--- src/rtl/mig_port_arbiter.sv ---
// mig_port_arbiter: shares the MIG user port among wfc/bfc/dfc/dwc,
// issues burst commands for the owner and counts its data beats.
// Ports: req/req_addr/req_len (per requester), gnt/done one-hot,
// switch/mig_type steering, busy, app_en/app_cmd/app_addr/app_rdy,
// rd_beat/wr_beat beat strobes. clk, rst: sync active-high reset.
// MIG_ARB_RR_EN: round-robin arbitration; undefined = fixed priority.
module mig_port_arbiter #(
  parameter int DDR_ADDR_LEN = 32,
  parameter int LEN_W        = 16,
  parameter int BURST_BYTES  = 64
) (
  input  logic                      clk,
  input  logic                      rst,
  input  logic [3:0]                req,
  input  logic [4*DDR_ADDR_LEN-1:0] req_addr,
  input  logic [4*LEN_W-1:0]        req_len,
  output logic [3:0]                gnt,
  output logic [3:0]                done,
  output logic [1:0]                switch,
  output logic                      mig_type,
  output logic                      busy,
  output logic                      app_en,
  output logic [2:0]                app_cmd,
  output logic [DDR_ADDR_LEN-1:0]   app_addr,
  input  logic                      app_rdy,
  input  logic                      rd_beat,
  input  logic                      wr_beat
);

  typedef enum logic [1:0] {
    IDLE,
    ISSUE,
    DRAIN,
    DONE
  } state_t;

  state_t                  state;
  logic [DDR_ADDR_LEN-1:0] base;
  logic [LEN_W-1:0]        len;
  logic [LEN_W-1:0]        cmd_cnt;
  logic [LEN_W-1:0]        beat_cnt;
  logic [1:0]              owner;

  logic [1:0]              win;
  logic [DDR_ADDR_LEN-1:0] win_addr;
  logic [LEN_W-1:0]        win_len;
  logic [LEN_W-1:0]        cmd_nxt;
  logic                    beat;
  logic                    beat_hit;

`ifdef MIG_ARB_RR_EN
  logic [1:0] ptr;

  // Scan from lowest to highest priority so the
  // first requester after ptr is written last.
  always_comb begin
    win = ptr;
    for (int i = 4; i >= 1; i--) begin
      if (req[ptr + 2'(i)]) win = ptr + 2'(i);
    end
  end

  always_ff @(posedge clk) begin
    if (rst) begin
      ptr <= 2'd3;
    end else if (state == IDLE && |req) begin
      ptr <= win;
    end
  end
`else
  always_comb begin
    win = 2'd0;
    for (int i = 3; i >= 0; i--) begin
      if (req[i]) win = 2'(i);
    end
  end
`endif

  assign win_addr = req_addr[int'(win)*DDR_ADDR_LEN +: DDR_ADDR_LEN];
  assign win_len  = req_len[int'(win)*LEN_W +: LEN_W];
  assign cmd_nxt  = cmd_cnt + 1'b1;

  // Only the owner's direction counts; extra beats saturate at len.
  assign beat     = mig_type ? wr_beat : rd_beat;
  assign beat_hit = beat && (beat_cnt != len);

  assign switch   = owner;

  always_ff @(posedge clk) begin
    if (rst) begin
      state    <= IDLE;
      base     <= '0;
      len      <= '0;
      cmd_cnt  <= '0;
      beat_cnt <= '0;
      owner    <= 2'd0;
      gnt      <= 4'b0;
      done     <= 4'b0;
      mig_type <= 1'b0;
      busy     <= 1'b0;
      app_en   <= 1'b0;
      app_cmd  <= 3'b001;
      app_addr <= '0;
    end else begin
      done <= 4'b0;
      unique case (state)
        IDLE: begin
          if (|req) begin
            owner    <= win;
            base     <= win_addr;
            len      <= win_len;
            cmd_cnt  <= '0;
            beat_cnt <= '0;
            gnt      <= 4'b1 << win;
            mig_type <= (win == 2'd3);
            app_cmd  <= (win == 2'd3) ? 3'b000 : 3'b001;
            app_addr <= win_addr;
            busy     <= 1'b1;
            // A zero-length grant skips ISSUE; DRAIN then
            // completes at once since beat_cnt == len == 0.
            if (win_len == '0) begin
              app_en <= 1'b0;
              state  <= DRAIN;
            end else begin
              app_en <= 1'b1;
              state  <= ISSUE;
            end
          end
        end
        ISSUE: begin
          if (beat_hit) beat_cnt <= beat_cnt + 1'b1;
          if (app_en && app_rdy) begin
            cmd_cnt <= cmd_nxt;
            if (cmd_nxt == len) begin
              app_en <= 1'b0;
              state  <= DRAIN;
            end else begin
              app_addr <= base +
                DDR_ADDR_LEN'(cmd_nxt) *
                DDR_ADDR_LEN'(BURST_BYTES);
            end
          end
        end
        DRAIN: begin
          if (beat_cnt == len) begin
            done  <= gnt;
            gnt   <= 4'b0;
            state <= DONE;
          end else if (beat_hit) begin
            beat_cnt <= beat_cnt + 1'b1;
          end
        end
        DONE: begin
          busy  <= 1'b0;
          state <= IDLE;
        end
      endcase
    end
  end

endmodule

--- config.mk ---
export PLATFORM = sky130hd
export DESIGN_NAME = mig_port_arbiter
export DESIGN_NICKNAME = d
export VERILOG_FILES = /design/src/rtl/mig_port_arbiter.sv
export SDC_FILE = /design/constraint.sdc
export NUM_CORES = 1
export LEC_CHECK = 0
export BUFFER_PORTS_ARGS = -buffer_cell sky130_fd_sc_hd__clkbuf_2
export CELL_PAD_IN_SITES_DETAIL_PLACEMENT = 1
export CELL_PAD_IN_SITES_GLOBAL_PLACEMENT = 1
export CORE_ASPECT_RATIO = 1.25
export CORE_MARGIN = 2
export CORE_UTILIZATION = 31
export DETAILED_ROUTE_END_ITERATION = 8
export MAX_ROUTING_LAYER = met4
export PLACE_DENSITY_LB_ADDON = 0.1
export RECOVER_POWER = 25
export SYNTH_ARGS = -nofsm -noshare
export SYNTH_HDL_FRONTEND = slang
export SYNTH_SLANG_ARGS = --single-unit
export TNS_END_PERCENT = 5
--- constraint.sdc ---
create_clock -name clk -period 3.1 [get_ports clk]
set_input_delay 0.155 -clock clk [delete_from_list [all_inputs] [get_ports clk]]
set_output_delay 0.155 -clock clk [all_outputs]
set_load 0.01 [all_outputs]
Yosys cells after proc, flatten, opt, wreduce, memory -nomap -nowiden
Cells that the tools add are included.
- $add $sub $neg: 3
- equal/unequal tests: 13
- shift operators: 3
- multiplexer cells: 32
- bitwise logic cells: 2
- reduce and logical (&&, ||, !) cells: 18
- operators with widths (cell ; count):
    128-bit by 8-bit indexed part select with 32-bit output ; 1
    32-bit two-way mux ; 3
    16-bit two-way mux ; 4
    32-bit case mux with 2 select lines ; 1
    64-bit by 7-bit indexed part select with 16-bit output ; 1
    16-bit case mux with 3 select lines ; 1
    16-bit by 1-bit adder with 16-bit output, second input constant ; 2
    32-bit by 22-bit adder with 32-bit output ; 1
    16-bit equality test ; 2
    16-bit case mux with 2 select lines ; 1
    2-bit two-way mux ; 9
    16-bit zero test ; 1
    16-bit != test ; 1
    2-bit != test, second input constant ; 6
    4-bit AND reduction ; 3
    3-bit AND reduction ; 3
    4-bit two-way mux ; 2
    2-bit case mux with 4 select lines ; 1
    4-bit case mux with 2 select lines ; 1
    1-bit two-way mux ; 7
    2-bit equality test, second input constant ; 3
    2-bit nonzero test ; 3
    1-bit case mux with 2 select lines ; 2
    2-bit AND reduction ; 2
    8 further kinds ; 10
- bits in registers: 130
- bits of input ports: 201
- output and inout port bits: 48
- word-level logic and storage cells: 84

Longest topological paths before layout
Gate-level depths: netlist (run 1).
- depth in word-level cells: 9
- gate-level depth with buffers: 15
- depth with buffers taken out: 13

Least setup slack after synthesis (run 1)
Ideal clock, no wire load.
- path type: register to register
- from: reg cmd_cnt[1]
- to: reg app_addr[31]
- library setup time: 115 ps
- data arrival time: 3287 ps
- required time: 2985 ps
- setup slack: -301 ps
- cell stages (with the launch flop): 16
- period minus slack after synthesis: 3401 ps
- cell sequence: dfxtp_1 -> ha_1 -> buf_2 -> inv_1 -> or4_1 -> buf_2 -> xnor2_1 -> ha_1 -> nand4_1 -> nor3_1 -> a221oi_1 -> a21boi_0 -> mux2i_1 -> nand2b_1 -> a21oi_1 -> o21a_1
- longest elaborated chain between the ends: 5
- elaborated cells on any way between the ends: 8
- classes of those cells: add/sub: 2; eq/ne: 2; mux: 3; reduce/logical: 1
- RTL lines (what ; line ; text):
    start: declaration ; 40 ; logic [LEN_W-1:0] cmd_cnt;
    start signal: assignment ; 133 ; cmd_cnt <= cmd_nxt;
    16-bit by 1-bit adder with 16-bit output * ; 81 ; assign cmd_nxt = cmd_cnt + 1'b1;
    32-bit by 22-bit adder with 32-bit output ; 138 ; app_addr <= base +
    32-bit two-way mux ; 134 ; if (cmd_nxt == len) begin
    32-bit two-way mux ; 132 ; if (app_en && app_rdy) begin
    32-bit case mux with 2 select lines ; 106 ; unique case (state)
    end signal: assignment ; 117 ; app_addr <= win_addr;
    end signal: assignment ; 138 ;
    end: declaration ; 24 ; output logic [DDR_ADDR_LEN-1:0] app_addr,
Every way passes the cells marked *; elsewhere a longest branch is shown, timed or not. The select of a mux whose other input is x is not followed.
A chain may end at the register's enable or synchronous reset.

Final worst setup path (run 1)
- from: reg cmd_cnt[2]
- to: reg app_addr[19]
The elaborated chain is that of the path after synthesis.

==> flow_metrics.env, run 1 <==
export IMPL_via_per_inst=5.47
export IMPL_ctsHtreeMaxLevel=4
export IMPL_skew_ns=0.0151
export IMPL_final_cell_mix="clkbuf_2 (205), buf_4 (157), dfxtp_1 (118)"
export IMPL_insertion_delay_ns=0.44
export IMPL_power_frac_comb=0.514
export IMPL_antenna_cells=0
export IMPL_cts_tree="yes"
export IMPL_grt_pass1_vias=10400
export IMPL_grt_ovfl_total=0
export IMPL_post_drt_wl_per_cell_um=20.4
export IMPL_setup_slack_ns=-0.0158
export IMPL_ant_nets=0
export IMPL_fill_cells=3370
export IMPL_hp_class="input pin to flop"
export IMPL_pre_cts_slack_ns=-0.342
export IMPL_synth_edf_count=0
export IMPL_cts_made_buffers=17
export IMPL_synthCells=1093
export IMPL_via_count=9823
export IMPL_portBuffers=246
export IMPL_cts_root_buffer="clkbuf_16"
export IMPL_dp_hpwl_mm=28.8
export IMPL_async_flop_share=0
export IMPL_die_x_um=152
export IMPL_min_period_over_period=1.01
export IMPL_finalHoldViolCount=0
export IMPL_worst_path_largest_cell_delay_ns=0.45
export IMPL_endpoint_kind="flop"
export IMPL_p_int_w=0.00514
export IMPL_crit_top_cell="a21oi_1"
export IMPL_required_ns=3.46
export IMPL_whs_ns=0.0142
export IMPL_initial_core_util=0.316
export IMPL_switchingPower_w=0.00420
export IMPL_slowest_stage="or3_4"
export IMPL_ys_types=79
export IMPL_sw_frac_of_total=0.450
export IMPL_grt_pass1_wl_mm=57.2
export IMPL_place_congestion=0.901
export IMPL_drc=0
export IMPL_dr_pass1_iters=5
export IMPL_final_layout_size_suffix_gt1_frac=0.338
export IMPL_power_density_nw_per_um2=774
export IMPL_register_area_sq_um=2590
export IMPL_ys_seq_area_frac=0.301
export IMPL_globalRouteTotalUtil=0.258
export IMPL_syn_to_final_growth_pct=41.7
export IMPL_synth_avg_cell_area_sq_um=7.79
export IMPL_worst_pin_slew_ns=1.21
export IMPL_min_period_ns=3.12
export IMPL_outcome="finished, violations left"
export IMPL_clockPowerShare=0.211
export IMPL_die_h_um=189
export IMPL_multi_input_area_sq_um=5880
export IMPL_io_pins=249
export IMPL_leakage_nw=5.24
export IMPL_relSlewSlack=0.194
export IMPL_ys_warn_count=0
export IMPL_num_nets_final=1667
export IMPL_die_area_sq_um=28800
export IMPL_critical_path_class="flop to flop"
export IMPL_ys_ff_latch=128
export IMPL_cp_start_kind="flop"
export IMPL_synth_area_sq_um=8510
export IMPL_pwr_share_seq=0.275
export IMPL_drtIter0Drc=414
export IMPL_final_common_cell="clkbuf_2"
export IMPL_core_sq_um=26900
export IMPL_cts_buffer_depth=2
export IMPL_violations="negative setup slack"
export IMPL_cp_arrival_ns=3.48
export IMPL_vdd_drop_max_uv=535
export IMPL_max_cap_viol_count=0
export IMPL_finalSetupTns_ns=-0.0158
export IMPL_cts_sinks=128
export IMPL_drv_slew=0
export IMPL_synth_top_flop_cell="dfxtp_1"
export IMPL_row_count=67
export IMPL_fmax_ghz=0.321
export IMPL_setup_viol=1
export IMPL_antenna_found_initial=0
export IMPL_grt_max_degree=99
export IMPL_path_clk_slew_ns=0.06
export IMPL_cp_max_fo=5
export IMPL_routed_wl_mm=36.6
export IMPL_rsz0062_at_grt="true"
export IMPL_crit_chain="nand4_1 > or3_4 > nand2_4 > ha_4 > and3_1 > o2bb2ai_1 > o41a_1 > or4_1 > a31oi_1 > xnor2_1 > a21oi_1 > a21oi_1"
-- state kept, by name, summed over array words and instances (netlist names) --
| name | count |
|---|---|
| mig_type | 1 |
| base | 32 |
| app_en | 1 |
| switch | 2 |
| app_cmd | 1 |
| done | 4 |
| len | 16 |
| busy | 1 |
| beat_cnt | 16 |
| app_addr | 32 |
| gnt | 4 |
| state | 2 |
| cmd_cnt | 16 |
-- cell families (layout without fill, tap and decap cells) --
| group | count (synthesis) | count (layout) | synth area share |
|---|---|---|---|
| simple gates | 380 | 380 | 0.209 |
| compound gates | 364 | 364 | 0.304 |
| flops | 128 | 128 | 0.301 |
| buf+inv | 114 | 470 | 0.0553 |
| xor+xnor | 69 | 69 | 0.0761 |
| fa+ha+maj | 29 | 29 | 0.0435 |
| mux | 8 | 8 | 0.00999 |
| other cells | 1 | 2 | 0.000440 |
-- critical path, delay by kind of cell, from the launching register on --
kind | cells | cell delay [ns]
AND/OR/NAND/NOR | 5 | 1.37
XOR/XNOR | 1 | 0.16
AO/OA/AOI/OAI | 5 | 0.96
adder cells (fa/ha/maj) | 1 | 0.20
flip-flops | 1 | 0.36
-- cells in the mapped netlist, drive strengths merged (7+ instances only) --
cell / number / share of area
a21o: 7 / 0.0062
a311oi: 11 / 0.011
a22oi: 17 / 0.015
a211oi: 40 / 0.036
inv: 24 / 0.011
nor3: 23 / 0.014
clkbuf: 68 / 0.030
nand3: 34 / 0.020
xor2: 33 / 0.034
and2: 12 / 0.0088
nand2: 114 / 0.051
nor2: 117 / 0.052
nand4: 18 / 0.014
a31oi: 13 / 0.0096
buf: 21 / 0.014
dfxtp: 128 / 0.30
xnor2: 33 / 0.034
o211a: 9 / 0.011
a21boi: 24 / 0.021
a21oi: 86 / 0.051
o21ai: 57 / 0.034
ha: 28 / 0.041
and3: 12 / 0.0088
or3: 8 / 0.0059
a222oi: 38 / 0.045
-- through the flow --
step	cell area (sq um)	util	power [W]	std cells
6_report	12100	0.448	0.00934	1795
3_5_place_dp	11100	0.412	0.00729	1750
5_1_grt	12100	0.448	0.00998	1795
3_3_place_gp	11100	0.412	0.00723	1750
4_1_cts	12000	0.446	0.00939	1792
2_1_floorplan	8570	-	0.00520	1094
-- power by group through the flow --
stage | Sequential [W] | Combinational (W) | Clock (W)
floorplan | 0.00252 | 0.00268 | 0
global placement | 0.00258 | 0.00465 | 0
detailed placement | 0.00259 | 0.00469 | 0
CTS | 0.00258 | 0.00481 | 0.00201
global route | 0.00263 | 0.00526 | 0.00209
finish | 0.00257 | 0.00480 | 0.00197
-- area by class of cell --
type                       instances  area share
timing repair buffer             413       0.208
tap                              345      0.0358
clock buffer                      17      0.0353
sequential                       128       0.215
inverter                          25     0.00778
clock inverter                    15      0.0112
multi-input combinational        852       0.488
-- path summary, 6_finish.rpt --
check,from,endpoint,slack [ns],depth (start not counted)
worst max-delay path,cmd_cnt[2],app_addr[19],-0.02,12
worst min-delay path,req_addr[31],base[31],0.01,3
worst max register to register,cmd_cnt[2],app_addr[19],-0.02,12
worst min register to register,gnt[3],gnt[3],0.46,2
-- repair_timing --
action | 4_1_cts | 5_1_grt
cloned | 0 | 0
hold buffers | 5 | 0
setup buffers | 5 | 3
resized for setup | 52 | 26
setup endpoints to repair | 32 | 33
hold endpoints to repair | 5 | 0
pin swaps | 21 | 18
-- layer usage --
layer | global-route usage | up-vias | wire length [um]
met5 | - | - | 0
met4 | 0.110 | 0 | 1390
met3 | 0.0375 | 60 | 1270
met2 | 0.466 | 252 | 19100
met1 | 0.284 | 4744 | 14800
li1 | - | 4767 | -
No activity file was read; power rests on OpenSTA's default activity.
==> run 2: changes to the inputs <==
Settings changed: CORE_ASPECT_RATIO 1.25 to 0.6.
==> run 2 against run 1 <==
Net effect:
- the run still ends with negative setup slack left
- sequential share of layout area fell by 0.35 points
- non-clock buffer count is 3 higher
- die area increased by 0.13%
- clock skew is 0.0030 ns lower
- clock power about the same
- worst setup slack worse by 0.11 ns
- flip-flop and latch count is the same
- core utilization up 0.92 points
- design area up 1.3%
- via count rose by 2.1%
- global-route usage increased by 1.5 points
- critical path type unchanged
- largest power group unchanged
==> flow_metrics.env, run 2 (synthesized netlist as in run 1, its figures left out) <==
export IMPL_hp_class="input pin to flop"
export IMPL_register_area_sq_um=2580
export IMPL_drtIter0Drc=870
export IMPL_clockPowerShare=0.211
export IMPL_min_to="base[24]"
export IMPL_cp_arrival_ns=3.55
export IMPL_grt_pass1_vias=10100
export IMPL_portBuffers=246
export IMPL_via_count=10000
export IMPL_vdd_drop_max_uv=363
export IMPL_use_met3=0.0554
export IMPL_grt_max_degree=99
export IMPL_post_drt_wl_per_cell_um=21.1
export IMPL_fmax_ghz=0.310
export IMPL_grt_pass1_wl_mm=58.7
export IMPL_cts_sinks=128
export IMPL_cts_made_buffers=17
export IMPL_routed_wl_mm=38.3
export IMPL_antenna_found_initial=1
export IMPL_die_h_um=132
export IMPL_io_pins=249
export IMPL_cts_buffer_depth=2
export IMPL_path_clk_slew_ns=0.06
export IMPL_hold_depth=3
export IMPL_core_sq_um=26700
export IMPL_insertion_delay_ns=0.45
export IMPL_row_count=46
export IMPL_relSlewSlack=0.285
export IMPL_cp_start_kind="flop"
export IMPL_final_layout_size_suffix_gt1_frac=0.336
export IMPL_finish_instance_area_sq_um=12200
export IMPL_cts_root_buffer="clkbuf_16"
export IMPL_multi_input_area_sq_um=5950
export IMPL_violations="negative setup slack"
export IMPL_cts_tree="yes"
export IMPL_ctsHtreeMaxLevel=4
export IMPL_critical_path_class="flop to flop"
export IMPL_pwr_share_seq=0.273
export IMPL_top_usage_layer="met1"
export IMPL_min_period_ns=3.23
export IMPL_setup_slack_ns=-0.129
export IMPL_num_nets_final=1670
export IMPL_globalRouteTotalUtil=0.273
export IMPL_fin_util=0.457
export IMPL_rsz0062_at_grt="true"
export IMPL_pre_cts_slack_ns=-0.353
export IMPL_r2r_slack_ns=-0.13
export IMPL_leakage_nw=5.26
export IMPL_timing_rr_start="cmd_cnt[4]"
export IMPL_switchingPower_w=0.00426
export IMPL_use_met1=0.414
export IMPL_min_from="req_addr[24]"
export IMPL_p_int_w=0.00521
export IMPL_final_common_cell="clkbuf_2"
export IMPL_max_cap_viol_count=0
export IMPL_whs_ns=0.0255
export IMPL_min_period_over_period=1.04
export IMPL_grt_ovfl_total=0
export IMPL_final_cell_mix="clkbuf_2 (207), buf_4 (151), dfxtp_1 (122)"
export IMPL_worst_pin_slew_ns=1.07
export IMPL_endpoint_kind="flop"
export IMPL_die_area_sq_um=28800
export IMPL_required_ns=3.42
export IMPL_power_density_nw_per_um2=775
export IMPL_dpl_cell_area_sq_um=11100
export IMPL_instances_no_fill=1812
export IMPL_die_x_um=218
export IMPL_sw_frac_of_total=0.450
export IMPL_drc=0
export IMPL_dp_hpwl_mm=30.1
export IMPL_via_per_inst=5.54
export IMPL_ant_nets=0
export IMPL_cp_max_fo=3
export IMPL_finalHoldViolCount=0
export IMPL_place_congestion=0.900
export IMPL_dr_pass1_iters=8
export IMPL_syn_to_final_growth_pct=43.5
export IMPL_skew_ns=0.0120
export IMPL_initial_core_util=0.319
export IMPL_power_frac_comb=0.517
export IMPL_drv_slew=0
export IMPL_reg_top3="app_addr: 32 flops, base: 32 flops"
export IMPL_outcome="finished, violations left"
export IMPL_r2r_end="app_addr[26]"
export IMPL_setup_viol=11
export IMPL_fill_cells=3260
export IMPL_dp_cells=1764
export IMPL_use_met2=0.365
export IMPL_r2r_cells=14
export IMPL_antenna_cells=0
## run 2: changes by cell type in the layout (fill, tap and decap cells not counted), moves of 3 or more
| cell | previous run | this run |
|---|---|---|
| buf_4 | 157 | 151 |
| o21ai_0 | 50 | 45 |
| xnor2_2 | 8 | 3 |
| buf_6 | 2 | 6 |
| dfxtp_1 | 118 | 122 |
| o21ai_1 | 5 | 9 |
| xnor2_1 | 23 | 27 |
| clkbuf_8 | 0 | 3 |
| inv_6 | 5 | 2 |
## run 2: final cells by class
type	count	area share
inverters	25	0.00768
clock buffers	20	0.0382
multi-input cells	852	0.487
flip-flops and latches	128	0.211
clock inverters	11	0.00881
well taps	360	0.0369
repair buffers	416	0.211
## run 2: per-stage QoR
| step | power (W) | TNS, ns |
|---|---|---|
| floorplan | 0.00520 | 0 |
| global placement | 0.00729 | -1.65 |
| detailed placement | 0.00737 | -2.96 |
| CTS | 0.00944 | -0.572 |
| global route | 0.0101 | -2.81 |
| finish | 0.00947 | -0.780 |
## run 2: timing repair
item / in CTS / in global routing
pin swaps: 17 / 23
cloned: 0 / 0
gates resized for setup: 37 / 47
setup buffers: 5 / 6
hold buffers: 7 / 0
endpoints found under the hold margin: 7 / 0
setup endpoints to repair: 33 / 34
## run 2: critical path: stages (launching register included)
cell,delay (ns)
dfxtp_2,0.34
buf_4,0.12
nand3_2,0.08
or2_4,0.27
xnor2_1,0.13
ha_1,0.32
buf_4,0.16
a221oi_4,0.33
o2111ai_2,0.22
a31o_2,0.31
a41oi_2,0.19
buf_4,0.15
mux2_2,0.32
nand2_1,0.06
o22ai_1,0.08
## run 2: worst max path at each step
stage | cells after the start | startpoint | end | slack (ns)
global route | 15 | cmd_cnt[0] | app_addr[19] | -0.23
finish | 14 | cmd_cnt[4] | app_addr[26] | -0.13
detailed placement | 13 | cmd_cnt[5] | app_addr[26] | -0.35
CTS | 14 | cmd_cnt[0] | app_addr[26] | -0.13
floorplan | 14 | cmd_cnt[11] | app_addr[31] | 0.01
global placement | 14 | cmd_cnt[0] | app_addr[26] | -0.25
## run 2: power groups by stage
stage | logic [W] | registers [W] | clock network, W
after floorplan | 0.00268 | 0.00252 | 0
after global placement | 0.00470 | 0.00259 | 0
after detailed placement | 0.00478 | 0.00259 | 0
after CTS | 0.00484 | 0.00257 | 0.00204
after global routing | 0.00538 | 0.00263 | 0.00212
final | 0.00489 | 0.00258 | 0.00199
## run 2: metal layers
layer / routed length (um) / vias up
li1: - / 4767
met1: 19900 / 4959
met2: 15400 / 276
met3: 2530 / 30
met4: 438 / 0
met5: 0 / -
